===== config.mk =====
export PLATFORM = sky130hd
export DESIGN_NAME = gauss_noise_ctrl
export DESIGN_NICKNAME = d
export VERILOG_FILES = /design/src/rtl/gauss_noise_ctrl.sv
export SDC_FILE = /design/constraint.sdc
export NUM_CORES = 1
export LEC_CHECK = 0
export BUFFER_PORTS_ARGS = -buffer_cell sky130_fd_sc_hd__buf_4
export CAP_MARGIN = 10
export CORE_MARGIN = 2
export CORE_UTILIZATION = 51
export DETAILED_ROUTE_END_ITERATION = 16
export GPL_ROUTABILITY_DRIVEN = 0
export PLACE_DENSITY = 0.84
export RECOVER_POWER = 50
export SYNTH_ARGS = -nofsm -noshare
export SYNTH_HDL_FRONTEND = slang
export SYNTH_SLANG_ARGS = --single-unit

===== constraint.sdc =====
create_clock -name clk -period 2.5 [get_ports clk]
set_input_delay 0.125 -clock clk [delete_from_list [all_inputs] [get_ports clk]]
set_output_delay 0.125 -clock clk [all_outputs]
set_load 0.005 [all_outputs]

===== src/rtl/gauss_noise_ctrl.sv =====
// gauss_noise_ctrl
//   Sequencer for the 12-bit Gaussian LFSR noise source. A start command
//   reseeds the generator, waits a programmable warm-up, and then streams
//   nbeats 128-bit beats over AXI4-Stream. Every 12-bit lane sample is
//   arithmetically right-shifted by a per-run attenuation.
//
// Ports
//   clk, rst_i             : clock, synchronous active-high reset
//   start_i, abort_i       : run request (IDLE only) / early termination
//   nbeats_i, warmup_i,
//   shift_i                : run parameters, latched at start
//   gen_rst_o, gen_data_i  : generator reset / generator sim_data
//   m_tdata, m_tvalid,
//   m_tready, m_tlast      : AXI4-Stream master
//   busy_o, done_o,
//   aborted_o              : status (busy, end-of-run pulse, sticky abort)
//   drop_cnt_o             : stalled STREAM cycles (discarded generator words)
//
// Build option
//   GAUSS_NOISE_CTRL_DROPCNT_EN : when defined, builds the saturating drop
//   counter; otherwise drop_cnt_o is tied to zero.
module gauss_noise_ctrl #(
  parameter int MAXBEATS_W = 16,
  parameter int WARMUP_W   = 8
) (
  input  logic                  clk,
  input  logic                  rst_i,
  input  logic                  start_i,
  input  logic                  abort_i,
  input  logic [MAXBEATS_W-1:0] nbeats_i,
  input  logic [WARMUP_W-1:0]   warmup_i,
  input  logic [2:0]            shift_i,
  output logic                  gen_rst_o,
  input  logic [127:0]          gen_data_i,
  output logic [127:0]          m_tdata,
  output logic                  m_tvalid,
  input  logic                  m_tready,
  output logic                  m_tlast,
  output logic                  busy_o,
  output logic                  done_o,
  output logic                  aborted_o,
  output logic [15:0]           drop_cnt_o
);

  typedef enum logic [2:0] {
    S_IDLE, S_RESEED, S_WARMUP, S_STREAM, S_DONE
  } state_t;

  state_t                state, state_n;
  logic                  rs_cnt, rs_n;
  logic [WARMUP_W-1:0]   wu_cnt, wu_n;
  logic [MAXBEATS_W-1:0] beats_left, bl_n;
  logic [2:0]            shift_q, sh_n;
  logic                  abort_pend, ap_n;
  logic [127:0]          td_n;
  logic                  tv_n, tl_n, ab_n;
  logic                  hs;

  logic [127:0]          scaled;
  logic signed [15:0]    lane;
  logic                  unused_hi;

  // Per-lane sign extension of the 12-bit sample followed by a flooring
  // arithmetic shift; the top nibble of each lane is don't-care.
  always_comb begin
    scaled    = '0;
    lane      = '0;
    unused_hi = 1'b0;
    for (int unsigned k = 0; k < 8; k++) begin
      lane = signed'({{4{gen_data_i[16*k+11]}}, gen_data_i[16*k +: 12]});
      scaled[16*k +: 16] = lane >>> shift_q;
      unused_hi = unused_hi ^ (^gen_data_i[16*k+12 +: 4]);
    end
  end

  assign hs = m_tvalid && m_tready;

  always_ff @(posedge clk) begin
    if (rst_i) begin
      state      <= S_IDLE;
      rs_cnt     <= 1'b0;
      wu_cnt     <= '0;
      beats_left <= '0;
      shift_q    <= '0;
      abort_pend <= 1'b0;
      m_tdata    <= '0;
      m_tvalid   <= 1'b0;
      m_tlast    <= 1'b0;
      aborted_o  <= 1'b0;
      gen_rst_o  <= 1'b0;
      busy_o     <= 1'b0;
      done_o     <= 1'b0;
    end else begin
      state      <= state_n;
      rs_cnt     <= rs_n;
      wu_cnt     <= wu_n;
      beats_left <= bl_n;
      shift_q    <= sh_n;
      abort_pend <= ap_n;
      m_tdata    <= td_n;
      m_tvalid   <= tv_n;
      m_tlast    <= tl_n;
      aborted_o  <= ab_n;
      gen_rst_o  <= (state_n == S_RESEED);
      busy_o     <= (state_n != S_IDLE);
      done_o     <= (state_n == S_DONE);
    end
  end

  // Termination is keyed solely on the registered m_tlast: it is set either
  // for the natural final beat or by an abort, so the handshake on a beat
  // with m_tlast high always ends the run.
  always_comb begin
    state_n = state;
    rs_n    = rs_cnt;
    wu_n    = wu_cnt;
    bl_n    = beats_left;
    sh_n    = shift_q;
    ap_n    = abort_pend;
    td_n    = m_tdata;
    tv_n    = m_tvalid;
    tl_n    = m_tlast;
    ab_n    = aborted_o;
    case (state)
      S_IDLE: begin
        if (start_i) begin
          state_n = S_RESEED;
          rs_n    = 1'b0;
          wu_n    = warmup_i;
          bl_n    = nbeats_i;
          sh_n    = shift_i;
          ap_n    = 1'b0;
          ab_n    = 1'b0;
        end
      end
      S_RESEED: begin
        if (abort_i) begin
          state_n = S_DONE;
          ab_n    = 1'b1;
        end else if (!rs_cnt) begin
          rs_n = 1'b1;
        end else if (wu_cnt != '0) begin
          state_n = S_WARMUP;
        end else if (beats_left == '0) begin
          state_n = S_DONE;
        end else begin
          state_n = S_STREAM;
          td_n    = scaled;
          tv_n    = 1'b1;
          tl_n    = (beats_left == MAXBEATS_W'(1));
        end
      end
      S_WARMUP: begin
        if (abort_i) begin
          state_n = S_DONE;
          ab_n    = 1'b1;
        end else if (wu_cnt != WARMUP_W'(1)) begin
          wu_n = wu_cnt - 1'b1;
        end else if (beats_left == '0) begin
          state_n = S_DONE;
        end else begin
          state_n = S_STREAM;
          td_n    = scaled;
          tv_n    = 1'b1;
          tl_n    = (beats_left == MAXBEATS_W'(1));
        end
      end
      S_STREAM: begin
        if (hs && m_tlast) begin
          state_n = S_DONE;
          tv_n    = 1'b0;
          tl_n    = 1'b0;
          ab_n    = abort_pend || abort_i;
        end else if (hs) begin
          td_n = scaled;
          bl_n = beats_left - 1'b1;
          tl_n = (beats_left == MAXBEATS_W'(2)) || abort_i;
          ap_n = abort_pend || abort_i;
        end else if (abort_i) begin
          tl_n = 1'b1;
          ap_n = 1'b1;
        end
      end
      S_DONE: begin
        state_n = S_IDLE;
      end
      default: begin
        state_n = S_IDLE;
      end
    endcase
  end

`ifdef GAUSS_NOISE_CTRL_DROPCNT_EN
  logic [15:0] drop_cnt;

  always_ff @(posedge clk) begin
    if (rst_i) begin
      drop_cnt <= '0;
    end else if (state == S_IDLE && start_i) begin
      drop_cnt <= '0;
    end else if (state == S_STREAM && m_tvalid && !m_tready && drop_cnt != '1) begin
      drop_cnt <= drop_cnt + 1'b1;
    end
  end

  assign drop_cnt_o = drop_cnt;
`else
  assign drop_cnt_o = '0;
`endif

endmodule

==> impl_results.md <==
* Status: finished, final reports clean
* Final wirelength at 26,900 um
* Clock transition at path regs at 0.06 ns
* Syn avg cell area at 8.26 um^2
* Slew @ Worst Pin at 1.01 ns
* Period minus WS final at 2.30 ns
* Synth Instances at 1,052
* Final Hold Viols at 0
* Total negative slack at 0 ns
* Vias in the first global route at 8,128
* Worst Hold Class: input pin to flop
* DIE HEIGHT at between 100 and 150 um
* Core ar. at 16,600 um^2
* Worst-Skew Late Latency at 0.42 ns
* PwrDens at 549 nW/um^2
* Fmax at 435 MHz
* IO buf count at 261
* Setup ws final at 0.199 ns
* CP max stage delay at approximately 0.42 ns
* Worst EP required at 2.82 ns
* Post-synth ARST share at 0%
* Overall routing resource usage at 28.7%
* Largest net degree at the start of global routing at 89
* Synthesized area at 8690 um^2
* Final routed DRC violation total at 0
* Post-DR wirelength/cell at 18.0 um
* CP endpoint kind: flop
* CTS buffer count at 17
* Initial antenna violation count at 0
* CTS tree: done
* RSZ-0062 raised after global routing: false
* CP Max Fanout at 83
* VDD IR max at between 0.0005 and 0.0006 V
* Reg-to-reg endpoint: m_tdata[33]
* CP arrival at 2.62 ns
* Post-CTS Repair Setup Buffers at 0
* Seq/Total Area, Yosys at between 30% and 40%
* CTS max path bufs at 2
* Top-area cell type share of the netlist area at a little under a third
* Area growth, synth to finish at 27.6%
* Synth Warn # at 0
* Fin area at 11,100 um^2
* Die area at roughly 18,000 um^2
* Top cells by instance count after synthesis: nor2_1 (191), dfxtp_1 (134), nand2_1 (82)
* Max Slew Vio Count at 0
* Crit start category: flop
* CP endpoint: m_tdata[33]
* First-pass GRT wire length at 41,100 um
* Finished Layout Cells at 1,489
* Nets at 1,422
* #FFs+latches synth at 134
* Total congestion overflow at 0
* Post-route ant nets at 0
* Rows at 47
* EDFF count, synth at 0
* Clk root buf: clkbuf_16
* Reg2Reg Depth at 9
* Die width at 135 um
* # diodes at 0
* Placed cell count at around 1,400
* 1st-iter DRT viols at 598
* Share of cells above drive strength 1 at 29.9%
* Maxcap violations at 0
* Final setup fails at 0
* Most frequent cell after synthesis: nor2_1
* Crit. Startpoint: beats_left[0]
* Final core utilization at 66.6%
* HPWL after DPL at 19,900 um
* H-tree depth at 4
* Yosys cell types at 59
* DRT Pass-1 Iters at 6
* Critical-path cell list: inv_1, ha_1, nor3b_2, nand4_2, and2_1, o21a_4, buf_16, nor2_1, a211oi_1
* Crit-path slowest cell: dfxtp_1
* Worst Skew at between 0.008 and 0.009 ns
* Clock Sinks at roughly 130
* Leakage at around 0.0045 uW
* DR vias at 8,573
* Starting Density at around 52%
* Area leader, netlist: dfxtp_1
* Dpl ws at 0.190 ns
* Slew HR at 32.4%
* Synth area leaders: dfxtp_1 (31%), mux2i_1 (8.9%), mux4_2 (8.3%)
* Area after DPL at approximately 11,000 um^2
* Setup CP Type: flop to flop
* Worst reg2reg startpoint: beats_left[0]
* Post-synth top flop: dfxtp_1
* Final period utilization at 92.1%
* FF-to-FF setup slack at 0.20 ns
* Vias per std cell at 5.76
* I/O pin count at between 300 and 400
logic make-up (layout without fill, tap and decap cells):
family | Yosys count | in the layout | share of synthesized area, %
AO/OA/AOI/OAI | 245 | 245 | 17.6
other | 1 | 16 | 0.0431
buffers and inverters | 140 | 342 | 8.98
flip-flops | 134 | 134 | 30.9
AND/OR/NAND/NOR | 385 | 385 | 20.3
adder cells (fa/ha/maj) | 6 | 6 | 0.863
multiplexers | 141 | 141 | 21.3
worst min path at each step:
| stage | depth (start not counted) | from | slack, ns | to |
|---|---|---|---|---|
| after floorplan | 2 | gen_data_i[107] | 0.26 | m_tdata[111] |
| after global placement | 3 | shift_i[1] | 0.38 | shift_q[1] |
| after detailed placement | 3 | shift_i[0] | 0.39 | shift_q[0] |
| after CTS | 3 | gen_data_i[59] | 0.005 | m_tdata[63] |
| after global routing | 3 | shift_i[2] | 0.01 | shift_q[2] |
| final | 3 | shift_i[2] | 0.02 | shift_q[2] |
layout make-up:
cell class	count	area (um^2)
Clock inverter	10	96.3
Timing Repair Buffer	304	2210
Clock buffer	22	484
Fill cell	1429	5550
Sequential cell	134	2690
Tap cell	220	275
Multi-Input combinational cell	793	5310
Inverter	6	23.8
where the power goes:
| part | switching (uW) | leakage, uW | total, uW | internal (uW) |
|---|---|---|---|---|
| Combinational | 699 | 0.00309 | 1340 | 639 |
| Sequential | 100 | 0.00109 | 2290 | 2190 |
| Clock | 974 | 0.000283 | 2450 | 1480 |
| Total | 1770 | 0.00446 | 6080 | 4310 |
routing by layer:
layer  share of wire [%]  vias up  wire length [um]  global-route usage, %
met4                 2.0        0               548                   8.01
met2                  53      321             14200                   53.8
met1                  37     4064              9940                   31.0
met3                 8.2       45              2200                   9.08
li1                    -     4143                 -                      -
met5                   0        -                 0                      0
metrics by stage:
step           hold WS, ns  total power [uW]
6_report            0.0164              6080
5_1_grt             0.0130              6320
4_1_cts            0.00545              6100
3_5_place_dp         0.390              3640
3_3_place_gp         0.379              3610
2_1_floorplan        0.261              3200
cells in the final DEF, fill, tap and decap left out, types with 16 or more instances in the layout:
cell type	netlist	routed
o21ai_0	59	59
mux4_2	32	32
a21oi_1	75	75
clkbuf_1	54	43
clkbuf_4	0	91
clkbuf_16	0	17
nand2_1	82	82
nor2_1	191	191
mux2_2	32	32
mux2i_1	77	77
a211oi_1	65	65
nor3_1	44	44
dfxtp_1	134	132
buf_4	52	158
conb_1	1	16
critical path: cells and delay by family (launching register included):
family | cells | cell delay, ns
AO/OA/AOI/OAI | 2 | 0.45
AND/OR/NAND/NOR | 4 | 0.67
flip-flops | 1 | 0.42
adder cells (fa/ha/maj) | 1 | 0.23
buffers and inverters | 2 | 0.39
state kept, by name, summed over array words and instances, names as in the netlist:
signal	cells
abort_pend	1
aborted_o	1
beats_left	16
busy_o	1
done_o	1
gen_rst_o	1
m_tdata	96
m_tlast	1
m_tvalid	1
rs_cnt	1
shift_q	3
state	3
wu_cnt	8
timing repair:
item | in CTS | in global routing
resized for setup | 0 | 1
hold buffers | 8 | 0
setup endpoints to repair | 0 | 1
hold endpoints to repair | 8 | 0
Note: power is estimated with default switching activity, not from simulation.
